==> config.mk <==
export PLATFORM = sky130hd
export DESIGN_NAME = pipe_ctrl_unit_flat
export DESIGN_NICKNAME = d
export VERILOG_FILES = /design/src/rtl/pipe_ctrl_pkg.sv /design/src/rtl/pipe_ctrl_if.sv /design/src/rtl/pipe_ctrl_unit_decode.sv /design/src/rtl/pipe_ctrl_unit.sv /design/src/flat_wrapper.sv
export SDC_FILE = /design/constraint.sdc
export NUM_CORES = 1
export LEC_CHECK = 0
export CORE_MARGIN = 8
export CORE_UTILIZATION = 52
export CTS_CLUSTER_DIAMETER = 120
export DETAILED_ROUTE_END_ITERATION = 7
export PLACE_DENSITY = 0.84
export SYNTH_ARGS = -nofsm -noshare
export SYNTH_HDL_FRONTEND = slang
export SYNTH_SLANG_ARGS = --single-unit
==> constraint.sdc <==
create_clock -name clk -period 5.1 [get_ports clk]
set_input_delay 1.02 -clock clk [delete_from_list [all_inputs] [get_ports clk]]
set_output_delay 1.02 -clock clk [all_outputs]
set_load 0.005 [all_outputs]
==> src/rtl/pipe_ctrl_pkg.sv <==
// Shared constants, control-bundle layout and helpers for the pipelined MIPS control unit.
// The optional PIPE_CTRL_FORWARD_EN build uses fwd_sel() to pick forwarding sources.
package pipe_ctrl_pkg;

  localparam int OPCODE_W   = 6;
  localparam int REG_ADDR_W = 5;
  localparam int ALUOP_W    = 2;

  localparam logic [OPCODE_W-1:0] OP_RTYPE = 6'h00;
  localparam logic [OPCODE_W-1:0] OP_BEQ   = 6'h04;
  localparam logic [OPCODE_W-1:0] OP_BNE   = 6'h05;
  localparam logic [OPCODE_W-1:0] OP_ADDI  = 6'h08;
  localparam logic [OPCODE_W-1:0] OP_LW    = 6'h23;
  localparam logic [OPCODE_W-1:0] OP_LH    = 6'h21;
  localparam logic [OPCODE_W-1:0] OP_LHU   = 6'h25;
  localparam logic [OPCODE_W-1:0] OP_SW    = 6'h2B;

  localparam logic [ALUOP_W-1:0] ALUOP_ADD   = 2'd0;
  localparam logic [ALUOP_W-1:0] ALUOP_SUB   = 2'd1;
  localparam logic [ALUOP_W-1:0] ALUOP_FUNCT = 2'd2;

  // Control bundle bit offsets; ALU op occupies ALUOP_W bits from CB_ALU_OP.
  localparam int CB_REG_DST    = 0;
  localparam int CB_ALU_SRC    = 1;
  localparam int CB_ALU_OP     = 2;
  localparam int CB_BRANCH     = 4;
  localparam int CB_BRANCH_NE  = 5;
  localparam int CB_MEM_READ   = 6;
  localparam int CB_MEM_WRITE  = 7;
  localparam int CB_REG_WRITE  = 8;
  localparam int CB_MEM_TO_REG = 9;
  localparam int CB_W          = 10;

  typedef logic [CB_W-1:0]       ctrl_bundle_t;
  typedef logic [REG_ADDR_W-1:0] reg_addr_t;

  typedef enum logic [1:0] {
    EV_RUN       = 2'd0,
    EV_MEM_STALL = 2'd1,
    EV_FLUSH     = 2'd2,
    EV_HAZARD    = 2'd3
  } pipe_event_t;

  // A dest of 0 means "no write", so register 0 can never match.
  function automatic logic reg_match(input reg_addr_t dest, input reg_addr_t rs,
                                     input reg_addr_t rt);
    return (dest != '0) && ((dest == rs) || (dest == rt));
  endfunction

  function automatic logic [1:0] fwd_sel(input reg_addr_t src, input reg_addr_t ex_dest,
                                         input reg_addr_t mem_dest);
    if (src != '0 && src == ex_dest)       return 2'd2;
    else if (src != '0 && src == mem_dest) return 2'd1;
    else                                   return 2'd0;
  endfunction

endpackage

==> src/rtl/pipe_ctrl_if.sv <==
// Datapath <-> control unit bundle. Datapath is master, control unit is slave.
// fwd_a/fwd_b exist only when PIPE_CTRL_FORWARD_EN is defined.
interface pipe_ctrl_if;
  import pipe_ctrl_pkg::*;

  logic [OPCODE_W-1:0]   id_opcode;
  logic [REG_ADDR_W-1:0] id_rs;
  logic [REG_ADDR_W-1:0] id_rt;
  logic [REG_ADDR_W-1:0] id_rd;
  logic                  ex_zero;
  logic                  mem_ready;
  logic                  ex_alu_src;
  logic                  ex_reg_dst;
  logic [ALUOP_W-1:0]    ex_alu_op;
  logic                  mem_read;
  logic                  mem_write;
  logic                  wb_reg_write;
  logic                  wb_mem_to_reg;
  logic [REG_ADDR_W-1:0] wb_waddr;
  logic                  pc_write;
  logic                  ifid_write;
  logic                  ifid_flush;
  logic                  illegal_op;
`ifdef PIPE_CTRL_FORWARD_EN
  logic [1:0]            fwd_a;
  logic [1:0]            fwd_b;
`endif

  // No valid/ready pair: mem_ready qualifies an outstanding MEM-stage access;
  // while it is low with mem_read/mem_write high the whole pipeline holds.
  modport master (
`ifdef PIPE_CTRL_FORWARD_EN
    input  fwd_a, fwd_b,
`endif
    output id_opcode, id_rs, id_rt, id_rd, ex_zero, mem_ready,
    input  ex_alu_src, ex_reg_dst, ex_alu_op, mem_read, mem_write,
    input  wb_reg_write, wb_mem_to_reg, wb_waddr,
    input  pc_write, ifid_write, ifid_flush, illegal_op
  );

  modport slave (
`ifdef PIPE_CTRL_FORWARD_EN
    output fwd_a, fwd_b,
`endif
    input  id_opcode, id_rs, id_rt, id_rd, ex_zero, mem_ready,
    output ex_alu_src, ex_reg_dst, ex_alu_op, mem_read, mem_write,
    output wb_reg_write, wb_mem_to_reg, wb_waddr,
    output pc_write, ifid_write, ifid_flush, illegal_op
  );
endinterface

==> src/rtl/pipe_ctrl_unit_decode.sv <==
// Combinational ID-stage opcode decoder: produces the control bundle and an illegal flag.
module pipe_ctrl_decode
  import pipe_ctrl_pkg::*;
(
  input  logic [OPCODE_W-1:0] opcode_i,
  output ctrl_bundle_t        ctrl_o,
  output logic                illegal_o
);

  always_comb begin
    ctrl_o    = '0;
    illegal_o = 1'b0;
    case (opcode_i)
      OP_RTYPE: begin
        ctrl_o[CB_REG_DST]                = 1'b1;
        ctrl_o[CB_ALU_OP +: ALUOP_W]      = ALUOP_FUNCT;
        ctrl_o[CB_REG_WRITE]              = 1'b1;
      end
      OP_BEQ: begin
        ctrl_o[CB_BRANCH]                 = 1'b1;
        ctrl_o[CB_ALU_OP +: ALUOP_W]      = ALUOP_SUB;
      end
      OP_BNE: begin
        ctrl_o[CB_BRANCH]                 = 1'b1;
        ctrl_o[CB_BRANCH_NE]              = 1'b1;
        ctrl_o[CB_ALU_OP +: ALUOP_W]      = ALUOP_SUB;
      end
      OP_ADDI: begin
        ctrl_o[CB_ALU_SRC]                = 1'b1;
        ctrl_o[CB_ALU_OP +: ALUOP_W]      = ALUOP_ADD;
        ctrl_o[CB_REG_WRITE]              = 1'b1;
      end
      OP_LW, OP_LH, OP_LHU: begin
        ctrl_o[CB_MEM_READ]               = 1'b1;
        ctrl_o[CB_MEM_TO_REG]             = 1'b1;
        ctrl_o[CB_ALU_SRC]                = 1'b1;
        ctrl_o[CB_REG_WRITE]              = 1'b1;
      end
      OP_SW: begin
        ctrl_o[CB_MEM_WRITE]              = 1'b1;
        ctrl_o[CB_ALU_SRC]                = 1'b1;
      end
      default: illegal_o = 1'b1;
    endcase
  end

endmodule

==> src/rtl/pipe_ctrl_unit.sv <==
// Pipelined control: ID decode, ID/EX-EX/MEM-MEM/WB control registers, hazard/flush/stall.
// PIPE_CTRL_FORWARD_EN adds registered fwd_a/fwd_b and limits stalls to load-use.
module pipe_ctrl_unit
  import pipe_ctrl_pkg::*;
(
  input logic        clk,
  input logic        rst_n,
  pipe_ctrl_if.slave bus
);

  ctrl_bundle_t id_ctrl;
  logic         id_illegal;
  reg_addr_t    id_dest;

  pipe_ctrl_decode u_decode (
    .opcode_i  (bus.id_opcode),
    .ctrl_o    (id_ctrl),
    .illegal_o (id_illegal)
  );

  assign id_dest = !id_ctrl[CB_REG_WRITE] ? '0
                 : (id_ctrl[CB_REG_DST] ? bus.id_rd : bus.id_rt);

  ctrl_bundle_t idex_ctrl_q,        idex_ctrl_d;
  reg_addr_t    idex_dest_q,        idex_dest_d;
  logic         idex_illegal_q,     idex_illegal_d;
  logic         exmem_mem_read_q,   exmem_mem_read_d;
  logic         exmem_mem_write_q,  exmem_mem_write_d;
  logic         exmem_reg_write_q,  exmem_reg_write_d;
  logic         exmem_mem_to_reg_q, exmem_mem_to_reg_d;
  reg_addr_t    exmem_dest_q,       exmem_dest_d;
  logic         memwb_reg_write_q,  memwb_reg_write_d;
  logic         memwb_mem_to_reg_q, memwb_mem_to_reg_d;
  reg_addr_t    memwb_dest_q,       memwb_dest_d;

  logic        mem_stall, taken, load_use, hazard;
  pipe_event_t ev;

  assign mem_stall = (exmem_mem_read_q | exmem_mem_write_q) & ~bus.mem_ready;
  assign taken     = idex_ctrl_q[CB_BRANCH] & (bus.ex_zero ^ idex_ctrl_q[CB_BRANCH_NE]);
  assign load_use  = idex_ctrl_q[CB_MEM_READ] & reg_match(idex_dest_q, bus.id_rs, bus.id_rt);

`ifdef PIPE_CTRL_FORWARD_EN
  assign hazard = load_use;
`else
  // Without bypass paths any in-flight writer in EX or MEM blocks the reader;
  // WB is safe because the register file writes before it reads.
  assign hazard = load_use
                | reg_match(idex_dest_q,  bus.id_rs, bus.id_rt)
                | reg_match(exmem_dest_q, bus.id_rs, bus.id_rt);
`endif

  always_comb begin
    ev = EV_RUN;
    if (mem_stall)   ev = EV_MEM_STALL;
    else if (taken)  ev = EV_FLUSH;
    else if (hazard) ev = EV_HAZARD;
  end

  always_comb begin
    idex_ctrl_d        = id_ctrl;
    idex_dest_d        = id_dest;
    idex_illegal_d     = id_illegal;
    exmem_mem_read_d   = idex_ctrl_q[CB_MEM_READ];
    exmem_mem_write_d  = idex_ctrl_q[CB_MEM_WRITE];
    exmem_reg_write_d  = idex_ctrl_q[CB_REG_WRITE];
    exmem_mem_to_reg_d = idex_ctrl_q[CB_MEM_TO_REG];
    exmem_dest_d       = idex_dest_q;
    memwb_reg_write_d  = exmem_reg_write_q;
    memwb_mem_to_reg_d = exmem_mem_to_reg_q;
    memwb_dest_d       = exmem_dest_q;
    bus.pc_write       = 1'b1;
    bus.ifid_write     = 1'b1;
    bus.ifid_flush     = 1'b0;
    case (ev)
      EV_MEM_STALL: begin
        idex_ctrl_d        = idex_ctrl_q;
        idex_dest_d        = idex_dest_q;
        idex_illegal_d     = idex_illegal_q;
        exmem_mem_read_d   = exmem_mem_read_q;
        exmem_mem_write_d  = exmem_mem_write_q;
        exmem_reg_write_d  = exmem_reg_write_q;
        exmem_mem_to_reg_d = exmem_mem_to_reg_q;
        exmem_dest_d       = exmem_dest_q;
        memwb_reg_write_d  = memwb_reg_write_q;
        memwb_mem_to_reg_d = memwb_mem_to_reg_q;
        memwb_dest_d       = memwb_dest_q;
        bus.pc_write       = 1'b0;
        bus.ifid_write     = 1'b0;
      end
      EV_FLUSH: begin
        idex_ctrl_d    = '0;
        idex_dest_d    = '0;
        idex_illegal_d = 1'b0;
        bus.ifid_flush = 1'b1;
      end
      EV_HAZARD: begin
        idex_ctrl_d    = '0;
        idex_dest_d    = '0;
        idex_illegal_d = 1'b0;
        bus.pc_write   = 1'b0;
        bus.ifid_write = 1'b0;
      end
      default: ;
    endcase
  end

  always_ff @(posedge clk or negedge rst_n) begin
    if (!rst_n) begin
      idex_ctrl_q        <= '0;
      idex_dest_q        <= '0;
      idex_illegal_q     <= 1'b0;
      exmem_mem_read_q   <= 1'b0;
      exmem_mem_write_q  <= 1'b0;
      exmem_reg_write_q  <= 1'b0;
      exmem_mem_to_reg_q <= 1'b0;
      exmem_dest_q       <= '0;
      memwb_reg_write_q  <= 1'b0;
      memwb_mem_to_reg_q <= 1'b0;
      memwb_dest_q       <= '0;
    end else begin
      idex_ctrl_q        <= idex_ctrl_d;
      idex_dest_q        <= idex_dest_d;
      idex_illegal_q     <= idex_illegal_d;
      exmem_mem_read_q   <= exmem_mem_read_d;
      exmem_mem_write_q  <= exmem_mem_write_d;
      exmem_reg_write_q  <= exmem_reg_write_d;
      exmem_mem_to_reg_q <= exmem_mem_to_reg_d;
      exmem_dest_q       <= exmem_dest_d;
      memwb_reg_write_q  <= memwb_reg_write_d;
      memwb_mem_to_reg_q <= memwb_mem_to_reg_d;
      memwb_dest_q       <= memwb_dest_d;
    end
  end

`ifdef PIPE_CTRL_FORWARD_EN
  logic [1:0] fwd_a_q, fwd_a_d, fwd_b_q, fwd_b_d;

  // Selected in ID against the writers that will sit in EX/MEM and MEM/WB next cycle.
  always_comb begin
    fwd_a_d = fwd_sel(bus.id_rs, idex_dest_q, exmem_dest_q);
    fwd_b_d = fwd_sel(bus.id_rt, idex_dest_q, exmem_dest_q);
    case (ev)
      EV_MEM_STALL: begin
        fwd_a_d = fwd_a_q;
        fwd_b_d = fwd_b_q;
      end
      EV_FLUSH, EV_HAZARD: begin
        fwd_a_d = 2'd0;
        fwd_b_d = 2'd0;
      end
      default: ;
    endcase
  end

  always_ff @(posedge clk or negedge rst_n) begin
    if (!rst_n) begin
      fwd_a_q <= 2'd0;
      fwd_b_q <= 2'd0;
    end else begin
      fwd_a_q <= fwd_a_d;
      fwd_b_q <= fwd_b_d;
    end
  end

  assign bus.fwd_a = fwd_a_q;
  assign bus.fwd_b = fwd_b_q;
`endif

  assign bus.ex_alu_src    = idex_ctrl_q[CB_ALU_SRC];
  assign bus.ex_reg_dst    = idex_ctrl_q[CB_REG_DST];
  assign bus.ex_alu_op     = idex_ctrl_q[CB_ALU_OP +: ALUOP_W];
  assign bus.mem_read      = exmem_mem_read_q;
  assign bus.mem_write     = exmem_mem_write_q;
  assign bus.wb_reg_write  = memwb_reg_write_q;
  assign bus.wb_mem_to_reg = memwb_mem_to_reg_q;
  assign bus.wb_waddr      = memwb_dest_q;
  assign bus.illegal_op    = idex_illegal_q;

endmodule

==> src/flat_wrapper.sv <==
// flat-port wrapper written by rule: the top's interface ports become plain ports
module pipe_ctrl_unit_flat import pipe_ctrl_pkg::*;
  (clk, rst_n, bus_id_opcode, bus_id_rs, bus_id_rt, bus_id_rd, bus_ex_zero, bus_mem_ready, bus_ex_alu_src, bus_ex_reg_dst, bus_ex_alu_op, bus_mem_read, bus_mem_write, bus_wb_reg_write, bus_wb_mem_to_reg, bus_wb_waddr, bus_pc_write, bus_ifid_write, bus_ifid_flush, bus_illegal_op);
  pipe_ctrl_if bus_i ();
  input logic clk;
  input logic rst_n;
  input wire logic [$bits(bus_i.id_opcode)-1:0] bus_id_opcode;
  input wire logic [$bits(bus_i.id_rs)-1:0] bus_id_rs;
  input wire logic [$bits(bus_i.id_rt)-1:0] bus_id_rt;
  input wire logic [$bits(bus_i.id_rd)-1:0] bus_id_rd;
  input wire logic [$bits(bus_i.ex_zero)-1:0] bus_ex_zero;
  input wire logic [$bits(bus_i.mem_ready)-1:0] bus_mem_ready;
  output wire logic [$bits(bus_i.ex_alu_src)-1:0] bus_ex_alu_src;
  output wire logic [$bits(bus_i.ex_reg_dst)-1:0] bus_ex_reg_dst;
  output wire logic [$bits(bus_i.ex_alu_op)-1:0] bus_ex_alu_op;
  output wire logic [$bits(bus_i.mem_read)-1:0] bus_mem_read;
  output wire logic [$bits(bus_i.mem_write)-1:0] bus_mem_write;
  output wire logic [$bits(bus_i.wb_reg_write)-1:0] bus_wb_reg_write;
  output wire logic [$bits(bus_i.wb_mem_to_reg)-1:0] bus_wb_mem_to_reg;
  output wire logic [$bits(bus_i.wb_waddr)-1:0] bus_wb_waddr;
  output wire logic [$bits(bus_i.pc_write)-1:0] bus_pc_write;
  output wire logic [$bits(bus_i.ifid_write)-1:0] bus_ifid_write;
  output wire logic [$bits(bus_i.ifid_flush)-1:0] bus_ifid_flush;
  output wire logic [$bits(bus_i.illegal_op)-1:0] bus_illegal_op;
  assign bus_i.id_opcode = bus_id_opcode;
  assign bus_i.id_rs = bus_id_rs;
  assign bus_i.id_rt = bus_id_rt;
  assign bus_i.id_rd = bus_id_rd;
  assign bus_i.ex_zero = bus_ex_zero;
  assign bus_i.mem_ready = bus_mem_ready;
  assign bus_ex_alu_src = bus_i.ex_alu_src;
  assign bus_ex_reg_dst = bus_i.ex_reg_dst;
  assign bus_ex_alu_op = bus_i.ex_alu_op;
  assign bus_mem_read = bus_i.mem_read;
  assign bus_mem_write = bus_i.mem_write;
  assign bus_wb_reg_write = bus_i.wb_reg_write;
  assign bus_wb_mem_to_reg = bus_i.wb_mem_to_reg;
  assign bus_wb_waddr = bus_i.wb_waddr;
  assign bus_pc_write = bus_i.pc_write;
  assign bus_ifid_write = bus_i.ifid_write;
  assign bus_ifid_flush = bus_i.ifid_flush;
  assign bus_illegal_op = bus_i.illegal_op;
  pipe_ctrl_unit u_core (.clk(clk), .rst_n(rst_n), .bus(bus_i));
endmodule
==> flow_summary.json <==
{
  "run_status": "finished, final reports clean",
  "setup_viol": 0,
  "final_hold_viol_count": 0,
  "avgSynthCellArea_um2": 10.80,
  "vias_per_cell": 5.699,
  "max_stage_delay_ns": 0.47,
  "clock_latency_ns": 0.34,
  "power_density_nw_per_um2": 223.5,
  "area_delta_synth_final_pct": 30.03,
  "cts_root_buf": "clkbuf_4",
  "cts_tree": "yes",
  "worstRegToRegCells": 4,
  "max-slew-margin-rel_pct": 29.93,
  "core_area_um2": 3028,
  "dp_hpwl_um": 3105,
  "leakage_nw": 0.9769,
  "r2r_slack_ns": 3.26,
  "fmax_mhz": 244.5,
  "finClkSkew_ns": 0.01475,
  "crit_path_top_delay_cell": "clkdlybuf4s50_1",
  "synth_seq_area_share_pct": 45.73,
  "grt_pass1_wl_um": 6865,
  "rows": 20,
  "cts.sinks": 30,
  "cp_common_cell": "clkdlybuf4s50_1",
  "die_h_um": 72.19,
  "portBuffers": 41,
  "antenna_cells": 0,
  "grt_pass1_vias": 1476,
  "die-width_um": 72.19,
  "post-cts-setup-buffer-count": 0,
  "synth_area_um2": 1642,
  "wl_per_cell_um": 17.10,
  "layout_common_cells": "clkdlybuf4s50_1, dfrtp_1, nand2_1",
  "die_area_um2": 5211,
  "yosys_register_bits": 30,
  "grt_overflow_total": 0,
  "arrival_ns": 3.07,
  "grt_setup_unrepaired": "false",
  "initial_core_util_pct": 54.21,
  "wl_um": 4086,
  "drt_iter0_drc": 55,
  "finalSetupTns_ns": 0,
  "path_clk_slew_ns": 0.09,
  "drive_gt1_share_pct": 12.82,
  "maxSlewViolCount": 0,
  "drv_cap": 0,
  "timing.final.crit_share_pct": 80.19,
  "cp_max_fo": 16,
  "synth_edf_count": 0,
  "cts_resized": 0,
  "crit_chain": "clkdlybuf4s50_1 -> xor2_1 -> nor3_1 -> a32oi_1 -> o22ai_4 -> a21oi_1 -> clkdlybuf4s50_1",
  "largest_reg_flops": 9,
  "ctsHoldBuffers": 0,
  "finalNetCount": 219,
  "ys.flop_type": "dfrtp_1",
  "async_flop_share_pct": 100.0,
  "vdd_drop_max_mv": 0.1574,
  "r2r_start": "u_core.exmem_dest_q[1]$_DFFE_PN0P_",
  "yosys_warnings": 0,
  "fin_util_pct": 70.50,
  "top_register": "u_core.idex_ctrl_q",
  "htree_levels": 2,
  "min_delay_worst_endpoint": "u_core.bus.mem_write$_DFFE_PN0P_",
  "min_path_cells": 1,
  "hp-start": "u_core.idex_ctrl_q[7]$_DFFE_PN0P_",
  "fin_crit_ns": 4.089,
  "clockBufferDepth": 2,
  "path_class": "in -> out",
  "cts_inserted_buffers": 5,
  "cp_data_required_time_ns": 4.08,
  "dr.pass1.iters": 4,
  "r2r_end": "u_core.idex_dest_q[2]$_DFFE_PN0P_",
  "syn-num-nets": 177,
  "pin_count": 42,
  "grt_usage_pct": 16.84,
  "tightest_slew_ns": 1.040,
  "vias": 1362,
  "holdCritPathClass": "reg -> reg",
  "antenna_found_initial": 0,
  "ys_types": 39,
  "syn_inst": 152,
  "cp-end-kind": "output port",
  "grt_max_degree": 31,
  "mostFrequentLayoutCell": "clkdlybuf4s50_1",
  "antenna_left": 0,
  "gp_congestion": 0.9400,
  "drc_errors": 0,
  "cp-start-kind": "input port"
}
## metrics by stage
stage	cells	hold slack [ns]	cell area (um^2)	power (W)	setup slack, ns
2_1_floorplan	152	0.4493	1642	0.0002893	1.979
3_3_place_gp	231	0.4654	2074	0.0003307	1.065
3_5_place_dp	231	0.4690	2074	0.0003345	0.9844
4_1_cts	239	0.4887	2135	0.0004828	0.9807
5_1_grt	239	0.5151	2135	0.0004989	0.8248
6_report	239	0.4886	2135	0.0004771	1.011
## worst max-delay path, delay by kind of cell
kind / cells / cell delay (ns)
AOI/OAI and AO/OA: 3 / 0.73
xor gates and xnor gates: 1 / 0.18
buffers and inverters: 2 / 0.92
and+or+nand+nor: 1 / 0.21
## how the worst max path moves through the flow
stage / end / from
final: bus_ifid_write / bus_id_rs[3]
after floorplan: bus_pc_write / bus_id_rs[3]
after CTS: bus_ifid_write / bus_id_rs[3]
after global placement: bus_ifid_write / bus_id_rs[3]
after global routing: bus_pc_write / bus_id_rt[2]
after detailed placement: bus_ifid_write / bus_id_rs[3]
## per-layer routing
layer / global-route usage [%] / up-vias / share of wire [%] / routed length, um
met2: 28.49 / 56 / 51 / 2068
li1: - / 629 / - / -
met4: 9.070 / 0 / 2.5 / 102
met1: 18.08 / 665 / 40 / 1649
met3: 5.647 / 12 / 6.5 / 266
met5: 0 / - / 0 / 0
## final cells by class
class	instances	area [um^2]
timing repair buffer	43	425.4
fill	224	893.4
clock buffer	7	55.05
multi-input combinational	113	839.6
sequential	30	750.7
tap	44	55.05
clock inverter	1	5.005
inverter	1	3.754
## logic make-up (layout without fill, tap and decap cells)
| logic type | Yosys count | count (layout) | share of synthesized area (%) |
|---|---|---|---|
| AOI/OAI and AO/OA | 29 | 29 | 13.57 |
| xor gates and xnor gates | 21 | 21 | 11.20 |
| buffers and inverters | 9 | 52 | 3.277 |
| DFF | 30 | 30 | 45.73 |
| muxes | 18 | 18 | 11.97 |
| and+or+nand+nor | 45 | 45 | 14.25 |
## power by group
part,switching [W],internal (W)
Sequential,0.00000692,0.000244
Combinational,0.0000354,0.0000431
Clock,0.0000805,0.0000667
## cells in the mapped netlist, types with 2 or more instances
cell | count | area, um^2
dfrtp_1 | 30 | 750.7
nand2_1 | 20 | 75.07
xor2_1 | 17 | 148.9
o21ai_1 | 8 | 40.04
mux2_2 | 7 | 78.83
nor2_1 | 7 | 26.28
mux2_1 | 6 | 67.56
mux2i_1 | 5 | 50.05
o41ai_1 | 5 | 43.79
nor3_1 | 4 | 20.02
xnor2_1 | 4 | 35.03
buf_4 | 3 | 22.52
clkbuf_1 | 3 | 11.26
o21ai_0 | 3 | 15.01
a21oi_1 | 2 | 10.01
nor2_4 | 2 | 22.52
or2_1 | 2 | 12.51
or3_1 | 2 | 12.51
or4_4 | 2 | 22.52
(Power assumes the default switching activity.)
